`src/rtl/dsp_frame_sequencer_pkg.sv`:
```
// dsp_frame_sequencer_pkg: shared types and default sizing for the DSP frame sequencer.
//   DEF_NUM_CH / DEF_WIDTH / DEF_DRAIN : default channel count, sample width, pipeline drain
//   seq_state_t                        : sequencer FSM state encoding
//   sample_frame_t                     : one frame of samples at the default sizing
package dsp_frame_sequencer_pkg;
    localparam int DEF_NUM_CH = 8;
    localparam int DEF_WIDTH  = 36;
    localparam int DEF_DRAIN  = 3;

    typedef enum logic [1:0] {IDLE, START, RUN, CAPTURE} seq_state_t;

    typedef logic [DEF_NUM_CH-1:0][DEF_WIDTH-1:0] sample_frame_t;
endpackage

```
`src/rtl/dsp_frame_sequencer_out_buffer.sv`:
```
// frame_out_buffer: holding register for captured core results with valid/ready handshake.
//   clk, reset      : clock, asynchronous active-low reset
//   capture         : load capture_data this cycle
//   capture_data    : core results to hold
//   out_ready       : consumer takes out_data while out_valid is high
//   clear_stats     : clears the sticky drop flag (wins over a coincident drop)
//   out_data        : held frame
//   out_valid       : out_data holds an unconsumed frame
//   out_drop        : sticky, an unconsumed frame was overwritten
module frame_out_buffer
    import dsp_frame_sequencer_pkg::*;
#(
    parameter int NUM_CH = DEF_NUM_CH,
    parameter int WIDTH  = DEF_WIDTH
) (
    input  logic                           clk,
    input  logic                           reset,
    input  logic                           capture,
    input  logic [NUM_CH-1:0][WIDTH-1:0]   capture_data,
    input  logic                           out_ready,
    input  logic                           clear_stats,
    output logic [NUM_CH-1:0][WIDTH-1:0]   out_data,
    output logic                           out_valid,
    output logic                           out_drop
);
    always_ff @(posedge clk or negedge reset) begin
        if (!reset) begin
            out_data  <= '0;
            out_valid <= 1'b0;
            out_drop  <= 1'b0;
        end else begin
            // A capture always leaves valid high, even when the old frame is consumed in the same cycle.
            if (capture) begin
                out_data  <= capture_data;
                out_valid <= 1'b1;
            end else if (out_valid && out_ready) begin
                out_valid <= 1'b0;
            end
            if (clear_stats)
                out_drop <= 1'b0;
            else if (capture && out_valid && !out_ready)
                out_drop <= 1'b1;
        end
    end
endmodule

```
`src/rtl/dsp_frame_sequencer.sv`:
```
// dsp_frame_sequencer: per-frame sequencing of a DSP core (latch samples, start, wait, capture).
//   clk, reset     : clock, asynchronous active-low reset
//   sample_tick    : frame strobe; accepted only in IDLE, otherwise counted as an overrun
//   in_data        : converter samples, latched into core_inputs on accept
//   prog_len       : core program length, latched on accept
//   core_start     : one-cycle start pulse to the core
//   core_inputs    : samples held for the core until the next accept
//   core_outputs   : core results, captured after prog_len + DRAIN run cycles
//   out_data/out_valid/out_ready : captured results and handshake
//   busy           : sequencer not in IDLE
//   clear_stats    : clears overrun_cnt and out_drop
//   overrun_cnt    : saturating count of rejected ticks
//   out_drop       : sticky, an unconsumed frame was overwritten
module dsp_frame_sequencer
    import dsp_frame_sequencer_pkg::*;
#(
    parameter int NUM_CH = DEF_NUM_CH,
    parameter int WIDTH  = DEF_WIDTH,
    parameter int DRAIN  = DEF_DRAIN
) (
    input  logic                           clk,
    input  logic                           reset,
    input  logic                           sample_tick,
    input  logic [NUM_CH-1:0][WIDTH-1:0]   in_data,
    input  logic [9:0]                     prog_len,
    output logic                           core_start,
    output logic [NUM_CH-1:0][WIDTH-1:0]   core_inputs,
    input  logic [NUM_CH-1:0][WIDTH-1:0]   core_outputs,
    output logic [NUM_CH-1:0][WIDTH-1:0]   out_data,
    output logic                           out_valid,
    input  logic                           out_ready,
    output logic                           busy,
    input  logic                           clear_stats,
    output logic [15:0]                    overrun_cnt,
    output logic                           out_drop
);
    seq_state_t  state, state_nxt;
    logic [9:0]  len_q;
    logic [15:0] cnt;
    logic [15:0] run_len;
    logic        accept;

    assign run_len = 16'(len_q) + 16'(DRAIN);

    always_comb begin
        state_nxt  = state;
        core_start = 1'b0;
        busy       = 1'b1;
        accept     = 1'b0;
        unique case (state)
            IDLE: begin
                busy = 1'b0;
                if (sample_tick) begin
                    accept    = 1'b1;
                    state_nxt = START;
                end
            end
            START: begin
                core_start = 1'b1;
                state_nxt  = RUN;
            end
            // ">=" keeps a zero-length run from wrapping; it still leaves after one cycle.
            RUN:     state_nxt = (cnt + 16'd1 >= run_len) ? CAPTURE : RUN;
            CAPTURE: state_nxt = IDLE;
        endcase
    end

    always_ff @(posedge clk or negedge reset) begin
        if (!reset) begin
            state       <= IDLE;
            cnt         <= '0;
            len_q       <= '0;
            core_inputs <= '0;
            overrun_cnt <= '0;
        end else begin
            state <= state_nxt;
            cnt   <= (state == RUN) ? cnt + 16'd1 : '0;
            if (accept) begin
                core_inputs <= in_data;
                len_q       <= prog_len;
            end
            if (clear_stats)
                overrun_cnt <= '0;
            else if (sample_tick && state != IDLE && overrun_cnt != 16'hFFFF)
                overrun_cnt <= overrun_cnt + 16'd1;
        end
    end

    frame_out_buffer #(.NUM_CH(NUM_CH), .WIDTH(WIDTH)) u_out_buffer (
        .clk          (clk),
        .reset        (reset),
        .capture      (state == CAPTURE),
        .capture_data (core_outputs),
        .out_ready    (out_ready),
        .clear_stats  (clear_stats),
        .out_data     (out_data),
        .out_valid    (out_valid),
        .out_drop     (out_drop)
    );
endmodule

```
`config.mk`:
```
export PLATFORM = sky130hd
export DESIGN_NAME = dsp_frame_sequencer
export DESIGN_NICKNAME = d
export VERILOG_FILES = /design/src/rtl/dsp_frame_sequencer_pkg.sv /design/src/rtl/dsp_frame_sequencer_out_buffer.sv /design/src/rtl/dsp_frame_sequencer.sv
export SDC_FILE = /design/constraint.sdc
export NUM_CORES = 1
export LEC_CHECK = 0
export CORE_AREA = 10 10 452 454
export DETAILED_ROUTE_END_ITERATION = 10
export DIE_AREA = 0 0 462 464
export MAX_ROUTING_LAYER = met4
export PLACE_DENSITY = 0.32
export SYNTH_ARGS = -nofsm -noshare
export SYNTH_HDL_FRONTEND = slang
export SYNTH_HIERARCHICAL = 1
export SYNTH_SLANG_ARGS = --single-unit
```
`constraint.sdc`:
```
create_clock -name clk -period 2.8 [get_ports clk]
set_clock_uncertainty 0.1 [all_clocks]
set_input_delay 0.42 -clock clk [delete_from_list [all_inputs] [get_ports clk]]
set_output_delay 0.42 -clock clk [all_outputs]
set_load 0.03 [all_outputs]
```
# [After elaboration in Yosys (flattened, before gate mapping)]
# Index checks and enable logic that the tools add are counted.
[totals] reg_bits=622 inputBits=591 out_inout_bits=596 word_cells=56
[classes] add_sub_neg=3 n_lt_le_gt_ge=1 eq_ne=5 n_mux=14 n_reduce_logical=11
[ops] operator="16-bit 2-to-1 mux" count=3
[ops] operator="16-bit by 1-bit adder with 16-bit output, second input constant" count=2
[ops] operator="16-bit by 11-bit greater-or-equal comparator with 1-bit output" count=1
[ops] operator="16-bit inequality test, second input constant" count=1
[ops] operator="10-bit by 2-bit adder with 11-bit output, second input constant" count=1
[ops] operator="1-bit 2-to-1 mux" count=9
[ops] operator="2-bit one-hot mux with 4 select lines" count=1
[ops] operator="2-bit nonzero test" count=4
[ops] operator="1-bit logical AND" count=5
[ops] operator="2-bit == test, second input constant" count=2
[ops] operator="2-bit by 1-bit == test with 1-bit output, second input constant" count=1
[ops] operator="2-bit logical NOT" count=1
[ops] operator="2-bit 2-to-1 mux" count=1
[ops] operator="2-bit inequality test, second input constant" count=1
[ops] operator="1-bit logical NOT" count=1

# [Longest topological paths before layout]
# Gate-level depths: netlist of run 1.
[depth] ltp_word=5 ltp_mapped=11 mapped_depth_nobuf=11

# [Cells and area by module]
# Netlist of run 1, hierarchy kept.
[modules_own_cells] module="dsp_frame_sequencer" instances=1 cells_per_inst=857 area_each_um2=13252.7 seq_area_each_um2=8308.0
[modules_own_cells] module="frame_out_buffer" instances=1 cells_per_inst=615 area_each_um2=11126.9 seq_area_each_um2=7257.0

# [Least setup slack after synthesis of run 1]
# No wires, ideal clock.
[synth_timing] kind="register -> register" from="register cnt[0]" to="register state[0]" setup_ns=0.131 t_arrival_ns=2.083 required_time_ns=2.569 path_slack_ns=0.486 stages_incl_launch_ff=11 n_path_buf=0 period_less_slack_ns=2.314 cell_sequence="dfrtp_1 -> nand3_1 -> nor2_1 -> and3_1 -> xor2_1 -> ha_1 -> a21o_1 -> a211oi_1 -> o21ai_0 -> o31ai_1 -> nand3_1"
[synth_between] elab_chain_cells=4
[synth_rtl] item="start, declared" line="dsp_frame_sequencer.sv:39" rtl="logic [15:0] cnt;"
[synth_rtl] item="start signal, assigned" line="dsp_frame_sequencer.sv:77" rtl="cnt <= (state == RUN) ? cnt + 16'd1 : '0;"
[synth_rtl] item="16-bit by 1-bit adder with 16-bit output" line="dsp_frame_sequencer.sv:63" rtl="RUN: state_nxt = (cnt + 16'd1 >= run_len) ? CAPTURE : RUN;"
[synth_rtl] item="16-bit by 11-bit greater-or-equal comparator with 1-bit output" line="dsp_frame_sequencer.sv:63"
[synth_rtl] item="1-bit 2-to-1 mux" line="dsp_frame_sequencer.sv:63"
[synth_rtl] item="2-bit one-hot mux with 4 select lines" line="dsp_frame_sequencer.sv:50" rtl="unique case (state)"
[synth_rtl] item="end signal, assigned" line="dsp_frame_sequencer.sv:76" rtl="state <= state_nxt;"
[synth_rtl] item="end, declared" line="dsp_frame_sequencer.sv:37" rtl="seq_state_t state, state_nxt;"
# Every way passes these cells.
# A chain may end at the register's enable or synchronous reset.

# [Worst setup path in the final report of run 1]
[layout_timing] from="register state[1]" to="output port core_start"
[layout_between] elab_chain_cells=2
[layout_rtl] item="2-bit by 1-bit == test with 1-bit output" line="dsp_frame_sequencer.sv:50"
[layout_rtl] item="1-bit 2-to-1 mux" line="dsp_frame_sequencer.sv:50"
[layout_rtl] item="end, declared" line="dsp_frame_sequencer.sv:26" rtl="output logic core_start,"
# Every way passes these cells.

==> results of run 1 <==
-- power groups by stage --
stage          Sequential [mW]  Clock (mW)  Combinational (mW)
5_1_grt                   16.8        12.3                30.7
4_1_cts                   16.3        12.0                30.0
2_1_floorplan             24.2           0                6.81
6_report                  16.2        11.4                29.2
3_5_place_dp              16.3           0                29.9
3_3_place_gp              16.3           0                30.0
-- worst paths after layout --
| kind | endpoint | cells after the start | slack, ns |
|---|---|---|---|
| max in group asynchronous | core_inputs[149]$_DFFE_PN0P_ | 3 | 1.46 |
| hold / removal | u_out_buffer/out_data[53]$_DFFE_PN0P_ | 2 | 0.22 |
| hold reg to reg | u_out_buffer/out_data[263]$_DFFE_PN0P_ | 1 | 0.40 |
| min in group clk | core_inputs[195]$_DFFE_PN0P_ | 2 | 0.22 |
| setup / recovery | core_start | 3 | 0.15 |
| setup reg to reg | state[0]$_DFFE_PN0P_ | 10 | 0.32 |
-- routing by layer --
metal | GRT usage [%] | vias to the layer above | part of all wire (%)
met2 | 21.3 | 912 | 47
met5 | - | - | 0
met4 | 3.86 | 0 | 2.6
met1 | 13.8 | 8850 | 38
li1 | - | 7942 | -
met3 | 7.78 | 148 | 12
-- state kept, by name (all words and copies together) (netlist names) --
name and cells:
u_out_buffer/out_drop 1, state 2, core_inputs 288, u_out_buffer/out_valid 1, u_out_buffer/out_data 288, overrun_cnt 16
cnt 16, len_q 10
-- final cells by class --
cell class | count | area, sq um
clock inverters | 16 | 225
repair buffers | 1262 | 12700
flip-flops and latches | 622 | 15600
diodes | 82 | 205
clock buffers | 138 | 2640
inverters | 12 | 45.0
multi-input cells | 770 | 8390
fillers | 20800 | 152000
well taps | 2542 | 3180
-- per-stage QoR --
stage | instance area (sq um) | total power, mW | setup slack (ns) | std cells
6_report | 43000 | 56.8 | 0.151 | 5444
5_1_grt | 43000 | 59.8 | 0.00201 | 5436
4_1_cts | 42800 | 58.3 | 0.0228 | 5360
3_5_place_dp | 39900 | 46.2 | 0.310 | 5205
3_3_place_gp | 39900 | 46.3 | 0.318 | 5205
2_1_floorplan | 24400 | 31.1 | 0.486 | 1472
-- placed cells by master (no fill, tap or decap), types with 6 or more instances in the layout --
cell and n:
clkdlybuf4s50_1 1182, dfrtp_1 622, mux2_2 489, mux2_4 98
clkbuf_16 91, diode_2 82, buf_4 53, clkbuf_1 28
buf_12 24, nor2_1 23, xnor2_1 19, clkbuf_8 19
xor2_1 16, ha_1 16, and2_1 14, inv_1 12
nand2_1 12, nand3_1 10, a21oi_1 7, nand4_1 6
o21ai_0 6, nor3_1 6
-- cells by family after synthesis --
kind of cell,count (synthesis),synth area share [%]
DFF,622,63.8
muxes,588,28.7
and+or+nand+nor,101,2.68
buffers and inverters,80,1.84
xor gates and xnor gates,35,1.26
AOI/OAI and AO/OA,28,0.785
adders and majority gates,18,0.924
-- timing repair --
item / 4_1_cts / 5_1_grt
endpoints found under the setup margin: 1 / 1
pin swaps: 0 / 1
hold buffers: 1 / 0
buffers inserted: 0 / 2
hold endpoints to repair: 22 / 0
gates resized for setup: 3 / 2
-- worst reg2reg max path, cell delays in order, from the launching register on --
cell,delay (ns)
dfrtp_1,0.39
ha_1,0.22
nand2_1,0.13
nor2_2,0.15
and4_1,0.22
xor2_1,0.21
ha_1,0.29
a211oi_2,0.17
o21ai_0,0.12
o31ai_1,0.26
nand3_1,0.10
==> flow_summary_export.csv, run 1 <==
group,metric,value,unit
outcome,outcome,"complete, no violations",
worst_setup_path,cp.required,2.28,ns
drt,routed_wl,144,mm
place,io_buffer_count,1186,
timing,fin_tns_setup,0,ns
grt,overflow,0,
grt,grt_max_degree,71,
yosys,yosysUniqueCellTypes,51,
yosys,yosys_register_bits,622,
floorplan,die_h,464,um
power,p_leak,17.2,nW
grt,gr-usage-all-layers,13.3,%
yosys,netlist_instances,1472,
power,p_switching,23.6,mW
worst_setup_path,cp_slowest_cell,"clkdlybuf4s50_1",
worst_setup_path,crit_buf_inv,2,
clock_tree,cts_tree,"yes",
yosys,yosysMostFrequentCell,"dfrtp_1",
clock_tree,cts_buffer_depth,3,
layout,postLayoutCoreUtil,22.1,%
layout,fin_nets,3365,
clock_tree,htree_levels,3,
timing,period_minus_slack,2.65,ns
clock_tree,clock_latency,0.70,ns
yosys,syn_area,24400,sq um
worst_setup_path,critical_path_arrival,2.13,ns
min_path,holdCritPathClass,"input port to async pin",
timing,worst_slew_pin_slew,0.761,ns
timing,hold_viol_final,0,
layout,post_route_cells_drive_above_1_share,29.0,%
clock_tree,clkTransAtPathRegs,0.06,ns
floorplan,die_x,462,um
flow_run,maxCapViolations,0,
timing,rsz0062_at_grt,"false",
clock_tree,root_buffer,"clkbuf_16",
worst_setup_path,reg2reg_from,"cnt[0]$_DFF_PN0_",
worst_setup_path,endpoint_kind,"output pin",
grt,grt_pass1_vias,19900,
timing,relSlewSlack,49.1,%
yosys,async_flop_share,100,%
worst_setup_path,crit_start,"state[1]$_DFFE_PN0P_",
yosys,ys_top_cells_by_area,"dfrtp_1 64%, mux2_2 23%, mux2_4 6.0%",
timing,fin_hold_ws,0.222,ns
grt,grt_pass1_wl,190,mm
clock_tree,cts.sinks,622,
power,seqPwrFrac,28.5,%
clock_tree,cts_buffers,88,
yosys,synthTopCellsByCount,"622 x dfrtp_1, 489 x mux2_2, 98 x mux2_4",
timing,finalSetupViolCount,0,
yosys,synth_ff_type,"dfrtp_1",
place,post-dp-hpwl,119,mm
power,powerDensity,1320,nW/um^2
yosys,synth_top_area_share,63.8,%
timing,fmax,377,MHz
yosys,synthesis.nets,2081,
worst_setup_path,cp_cell_sequence,"inv_1 -> ha_1 -> clkdlybuf4s50_1",
power,p_sw_share,41.5,%
floorplan,row_count,162,
grt,antenna_found_initial,104,
worst_setup_path,worstSetupStartpointType,"register",
drt,drc_errors,0,
place,globalplace.congestion,0.808,
worst_setup_path,worst-setup-path-type,"register to output pin",
yosys,synth_edf_count,0,
layout,area_growth,76.4,%
yosys,yosysWarningCount,6,
drt,firstDrtPassIters,4,
power,pwr-share-comb,51.5,%
drt,vias_per_cell,3.28,
drt,wire_per_inst,26.5,um
yosys,synth-seq-area-share,63.8,%
worst_setup_path,crit_path_max_incr_delay,0.72,ns
timing,drv_slew,0,
drt,ant_nets,0,
floorplan,ios,1187,
timing,fin_crit_sh,94.6,%
drt,vias,17900,
floorplan,die_area,214000,sq um
yosys,synth_area_leader_cell,"dfrtp_1",
worst_setup_path,crit_path_max_fanout,3,
power,p_int,33.2,mW
power,p_clk_share,20.1,%
yosys,avgSynthCellArea,16.6,sq um
power,vdd_drop_max,0.662,mV
worst_setup_path,critPathTopFamily,"buffers and inverters",
floorplan,start_util,12.5,%
drt,initialDrtViolationCount,641,
floorplan,coreArea,195000,sq um
No activity file was read; power rests on OpenSTA's default activity.
==> run 2: changes to the inputs <==
Settings changed: CORE_AREA 10 10 452 454 to 4 4 456 458, DIE_AREA 0 0 462 464 to 0 0 460 462.
Clock period 2.8 ns to 2.3 ns, I/O delays scaled along.
==> run 2 against run 1 <==
Compared with the run above: routed wire length is 6.2% lower; non-clock buffer count is 38 higher; die area shrank 0.86%; critical path type is now register to register.
==> flow_summary_export.csv, run 2 (synthesis results as in run 1) <==
group,metric,value,unit
outcome,outcome,"complete, no violations",
floorplan,die_area,213000,sq um
layout,top_regs,"core_inputs: 288 flops, u_out_buffer/out_data: 288 flops",
clock_tree,root_buffer,"clkbuf_16",
worst_setup_path,cp_cell_sequence,"nand3_4 -> nor2_4 -> and3_4 -> xor2_2 -> ha_1 -> a21o_1 -> a211oi_2 -> o21ai_1 -> o31ai_1 -> nand3_1",
power,pwr-share-comb,49.1,%
clock_tree,cts.sinks,622,
layout,nFillCells,22000,
drt,ant_nets,0,
timing,fin_tns_setup,0,ns
flow_run,maxCapViolations,0,
grt,grt_pass1_wl,179,mm
min_path,worstHoldStart,"out_ready",
power,p_int,38.9,mW
worst_setup_path,r2r-end,"state[0]$_DFFE_PN0P_",
power,p_switching,28.3,mW
worst_setup_path,worstSetupStartpointType,"register",
layout,area_growth,78.0,%
power,powerDensity,1550,nW/um^2
min_path,min_path_cells,3,
timing,fin_hold_ws,0.138,ns
clock_tree,htree_levels,3,
worst_setup_path,crit_path_max_fanout,2,
power,p_leak,18.4,nW
drt,vias,17900,
clock_tree,cts_buffer_depth,3,
floorplan,ios,1187,
layout,mostFrequentLayoutCell,"clkdlybuf4s50_1",
worst_setup_path,worst-setup-path-type,"register to register",
floorplan,die_x,460,um
place,globalplace.congestion,0.781,
place,post-dp-hpwl,109,mm
timing,worst_slew_pin_slew,0.831,ns
grt,antenna_found_initial,80,
power,finalPower,67.2,mW
grt,grt_max_degree,88,
worst_setup_path,cp.required,2.79,ns
clock_tree,cts_tree,"yes",
place,io_buffer_count,1186,
power,vdd_drop_max,0.637,mV
drt,routed_wl,135,mm
drt,initialDrtViolationCount,492,
min_path,holdCritPathClass,"input port to register",
drt,firstDrtPassIters,4,
power,p_sw_share,42.1,%
drt,drc_errors,0,
drt,wire_per_inst,24.0,um
power,p_clk_share,22.3,%
timing,drv_slew,0,
clock_tree,clock_latency,0.71,ns
layout,post_route_cells_drive_above_1_share,31.6,%
floorplan,start_util,12.0,%
floorplan,row_count,166,
min_path,holdPathEnd,"u_out_buffer/out_valid$_DFFE_PN0P_",
timing,finalSetupViolCount,0,
floorplan,coreArea,204000,sq um
worst_setup_path,cp_slowest_cell,"dfrtp_1",
clock_tree,clkTransAtPathRegs,0.06,ns
layout,layout_common_cells,"735 x clkdlybuf4s50_1, 621 x dfrtp_1, 489 x mux2_2",
clock_tree,cts_buffers,92,
timing,hold_viol_final,0,
timing,fin_crit_sh,98.9,%
timing,fmax,440,MHz
grt,overflow,0,
worst_setup_path,r2r_slack,0.03,ns
drt,vias_per_cell,3.18,
timing,period_minus_slack,2.27,ns
worst_setup_path,r2r_cells,10,
layout,fin_nets,3407,
grt,grt_pass1_vias,20100,
timing,rsz0062_at_grt,"true",
worst_setup_path,critical_path_arrival,2.76,ns
floorplan,die_h,462,um
worst_setup_path,endpoint_kind,"register",
timing,relSlewSlack,44.4,%
layout,area.sequential,15600,sq um
power,seqPwrFrac,28.7,%
layout,multi_input_area,8510,sq um
grt,gr-usage-all-layers,12.6,%
worst_setup_path,reg2reg_from,"cnt[1]$_DFF_PN0_",
worst_setup_path,crit_path_max_incr_delay,0.43,ns
-- run 2: cell count changes in the layout (fill, tap and decap cells not counted), sizes merged, moves of 5 or more --
| cell | before | now |
|---|---|---|
| buf | 78 | 133 |
| bufinv | 3 | 8 |
| clkdlybuf4s50 | 1182 | 735 |
| clkinv | 8 | 13 |
| diode | 82 | 60 |
| dlygate4sd2 | 0 | 406 |
| dlymetal6s2s | 0 | 18 |
-- run 2: area by class of cell --
cell class | count | share of cell area, %
tap | 2688 | 7.75
clock buffer | 137 | 6.23
antenna | 60 | 0.346
timing repair buffer | 1300 | 29.0
inverter | 12 | 0.104
multi-input combinational | 770 | 19.6
sequential | 622 | 35.9
clock inverter | 31 | 1.04
-- run 2: routing by layer --
metal | global-route usage (%) | share of wire (%) | up-vias
met4 | 3.80 | 2.7 | 0
met2 | 20.3 | 48 | 881
met5 | - | 0 | -
met3 | 7.08 | 11 | 167
li1 | - | - | 7999
met1 | 13.2 | 39 | 8846
-- run 2: worst max-delay path by stage --
| stage | from | depth (start not counted) | to |
|---|---|---|---|
| global route | cnt[1]$_DFF_PN0_ | 10 | state[0]$_DFFE_PN0P_ |
| finish | cnt[1]$_DFF_PN0_ | 10 | state[0]$_DFFE_PN0P_ |
| detailed placement | cnt[0]$_DFF_PN0_ | 10 | state[0]$_DFFE_PN0P_ |
| global placement | cnt[0]$_DFF_PN0_ | 10 | state[0]$_DFFE_PN0P_ |
| CTS | state[0]$_DFFE_PN0P_ | 3 | core_start |
| floorplan | cnt[3]$_DFF_PN0_ | 10 | state[0]$_DFFE_PN0P_ |
-- run 2: stage by stage --
| step | instances | setup WS, ns | instance area, sq um | utilization (%) |
|---|---|---|---|---|
| 3_3_place_gp | 5382 | -0.108 | 40300 | 19.8 |
| 4_1_cts | 5559 | -0.137 | 43100 | 21.2 |
| 6_report | 5620 | 0.0263 | 43400 | 21.3 |
| 2_1_floorplan | 1472 | 0.00693 | 24400 | - |
| 5_1_grt | 5611 | -0.184 | 43400 | 21.3 |
| 3_5_place_dp | 5382 | -0.133 | 40300 | 19.8 |
-- run 2: what timing repair did --
item / in CTS / in global routing
hold endpoints to repair: 321 / 0
hold buffers: 4 / 0
endpoints found under the setup margin: 412 / 22
pin swaps: 14 / 5
buffers inserted: 5 / 1
resized for setup: 430 / 29
-- run 2: worst max-delay path, delay by kind of cell (launching register included) --
| family | cells | cell delay, ns |
|---|---|---|
| AO/OA/AOI/OAI | 4 | 0.65 |
| XOR/XNOR | 1 | 0.16 |
| adder cells (fa/ha/maj) | 1 | 0.26 |
| flip-flops | 1 | 0.43 |
| AND/OR/NAND/NOR | 4 | 0.54 |
-- run 2: power groups by stage --
stage / sequential, mW / combinational, mW / clock [mW]
floorplan: 29.5 / 8.30 / 0
global route: 20.0 / 34.7 / 16.1
global placement: 19.5 / 36.4 / 0
finish: 19.3 / 33.0 / 15.0
detailed placement: 19.6 / 36.1 / 0
CTS: 19.4 / 33.8 / 15.8
==> run 3: changes to the inputs <==
Settings changed: SKIP_CTS_REPAIR_TIMING from default to 1.
==> run 3 against run 2 <==
Compared with the run above: die area unchanged; largest power group unchanged; the flow now finishes with violations (setup timing); first-iteration DRC count is 2.4% lower; register-to-register slack lost 0.11 ns.
==> flow_summary_export.csv, run 3 (synthesis results as in run 1) <==
group,metric,value,unit
outcome,outcome,"finished with violations",
outcome,violations,"setup timing",
timing,rsz0062_at_grt,"true",
worst_setup_path,worstSetupStartpointType,"register",
place,pre_cts_slack,-0.133,ns
grt,grt_max_degree,88,
timing,setup_ws,-0.0840,ns
worst_setup_path,cp_slowest_cell,"dfrtp_1",
power,seqPwrFrac,27.9,%
clock_tree,cts_buffers,92,
clock_tree,htree_levels,3,
layout,stdcell_count,5608,
place,io_buffer_count,1186,
grt,grt_util_met2,20.2,%
timing,hold_viol_final,0,
clock_tree,cts.sinks,622,
floorplan,die_h,462,um
timing,relSlewSlack,58.6,%
floorplan,coreArea,204000,sq um
drt,vias_per_cell,3.18,
layout,top_regs,"core_inputs: 288 flops, u_out_buffer/out_data: 288 flops",
layout,postLayoutCoreUtil,21.9,%
grt,gr-usage-all-layers,12.6,%
timing,fmax,419,MHz
worst_setup_path,endpoint_kind,"register",
layout,mostFrequentLayoutCell,"clkdlybuf4s50_1",
power,p_leak,21.6,nW
worst_setup_path,crit_path_max_fanout,3,
power,p_int,40.9,mW
power,pwr-share-comb,50.5,%
timing,finalSetupViolCount,1,
clock_tree,cts_tree,"yes",
layout,fin_nets,3400,
drt,wire_per_inst,24.0,um
timing,period_minus_slack,2.38,ns
floorplan,die_area,213000,sq um
power,p_clk_share,21.7,%
grt,grt.met1_usage,13.2,%
timing,drv_slew,0,
flow_run,maxCapViolations,0,
power,finalPower,69.1,mW
layout,post_route_cells_drive_above_1_share,31.1,%
grt,top_usage_layer,"met2",
layout,area_growth,83.4,%
power,p_sw_share,40.8,%
drt,vias,17800,
worst_setup_path,crit_buf_inv,0,
worst_setup_path,critical_path_arrival,2.93,ns
place,dp_cells,5382,
clock_tree,clock_latency,0.71,ns
timing,worst_slew_pin_slew,0.620,ns
grt,grt_pass1_wl,178,mm
place,globalplace.congestion,0.781,
clock_tree,cts_buffer_depth,3,
grt,use_met3,7.01,%
worst_setup_path,cp.required,2.85,ns
grt,antenna_found_initial,79,
place,post-dp-hpwl,109,mm
floorplan,ios,1187,
grt,overflow,0,
worst_setup_path,crit_path_max_incr_delay,0.41,ns
power,vdd_drop_max,0.644,mV
floorplan,die_x,460,um
worst_setup_path,worst-setup-path-type,"register to register",
drt,firstDrtPassIters,5,
floorplan,start_util,12.0,%
layout,layout_common_cells,"758 x clkdlybuf4s50_1, 622 x dfrtp_1, 489 x mux2_2",
timing,fin_crit_sh,104,%
power,p_switching,28.2,mW
power,powerDensity,1550,nW/um^2
floorplan,row_count,166,
worst_setup_path,cp_cell_sequence,"ha_1 -> nand2_2 -> nor2_4 -> and4_1 -> xor2_1 -> ha_1 -> nand3_1 -> a211o_1 -> a31oi_2 -> o31ai_1 -> nand3_1",
grt,grt_pass1_vias,20000,
min_path,holdCritPathClass,"input port to async pin",
drt,routed_wl,134,mm
layout,nFillCells,21800,
clock_tree,root_buffer,"clkbuf_16",
drt,drc_errors,0,
worst_setup_path,critPathTopFamily,"adder cells",
drt,ant_nets,0,
clock_tree,clkTransAtPathRegs,0.06,ns
drt,initialDrtViolationCount,480,
run 3: cell types whose count changed in the layout (fill, tap and decap cells not counted), moves of 3 or more:
cell | before | now
clkdlybuf4s50_1 | 735 | 758
dlygate4sd3_1 | 4 | 1
dlymetal6s2s_1 | 18 | 404
dlygate4sd2_1 | 406 | 0
diode_2 | 60 | 55
buf_4 | 101 | 98
run 3: worst paths after layout:
path / start / to / slack, ns / cells after the start
setup / recovery: cnt[0]$_DFF_PN0_ / state[0]$_DFFE_PN0P_ / -0.08 / 11
hold / removal: reset / len_q[1]$_DFFE_PN0P_ / 0.07 / 2
setup reg to reg: cnt[0]$_DFF_PN0_ / state[0]$_DFFE_PN0P_ / -0.08 / 11
hold reg to reg: core_inputs[104]$_DFFE_PN0P_ / core_inputs[104]$_DFFE_PN0P_ / 0.39 / 1
max in group asynchronous: reset / u_out_buffer/out_data[189]$_DFFE_PN0P_ / 1.05 / 3
min in group clk: out_ready / u_out_buffer/out_valid$_DFFE_PN0P_ / 0.14 / 3
run 3: metrics by stage:
stage | TNS [ns] | hold WS (ns) | area (sq um)
detailed placement | -0.133 | 0.218 | 40300
finish | -0.0840 | 0.0672 | 44700
CTS | -26.08 | -0.632 | 43500
floorplan | 0 | -0.0506 | 24400
global route | -0.325 | 0.00910 | 44700
global placement | -0.108 | 0.211 | 40300
run 3: per-layer routing:
| metal | wire (um) | share of wire (%) | vias to the layer above |
|---|---|---|---|
| li1 | - | - | 7985 |
| met1 | 51500 | 38 | 8789 |
| met2 | 63800 | 48 | 896 |
| met3 | 15200 | 11 | 172 |
| met4 | 3770 | 2.8 | 0 |
| met5 | 0 | 0 | - |
run 3: power by group through the flow:
| stage | sequential, mW | clock (mW) | combinational [mW] |
|---|---|---|---|
| 2_1_floorplan | 29.5 | 0 | 8.30 |
| 3_3_place_gp | 19.5 | 0 | 36.4 |
| 3_5_place_dp | 19.6 | 0 | 36.1 |
| 4_1_cts | 19.5 | 15.8 | 36.3 |
| 5_1_grt | 20.0 | 16.1 | 36.7 |
| 6_report | 19.3 | 15.0 | 34.9 |
run 3: layout make-up:
| cell class | count | area, sq um | share of cell area [%] |
|---|---|---|---|
| diodes | 55 | 138 | 0.308 |
| multi-input cells | 770 | 8430 | 18.9 |
| repair buffers | 1293 | 14000 | 31.3 |
| clock inverters | 31 | 453 | 1.01 |
| flip-flops and latches | 622 | 15600 | 34.8 |
| clock buffers | 137 | 2700 | 6.05 |
| inverters | 12 | 45.0 | 0.101 |
| well taps | 2688 | 3360 | 7.52 |
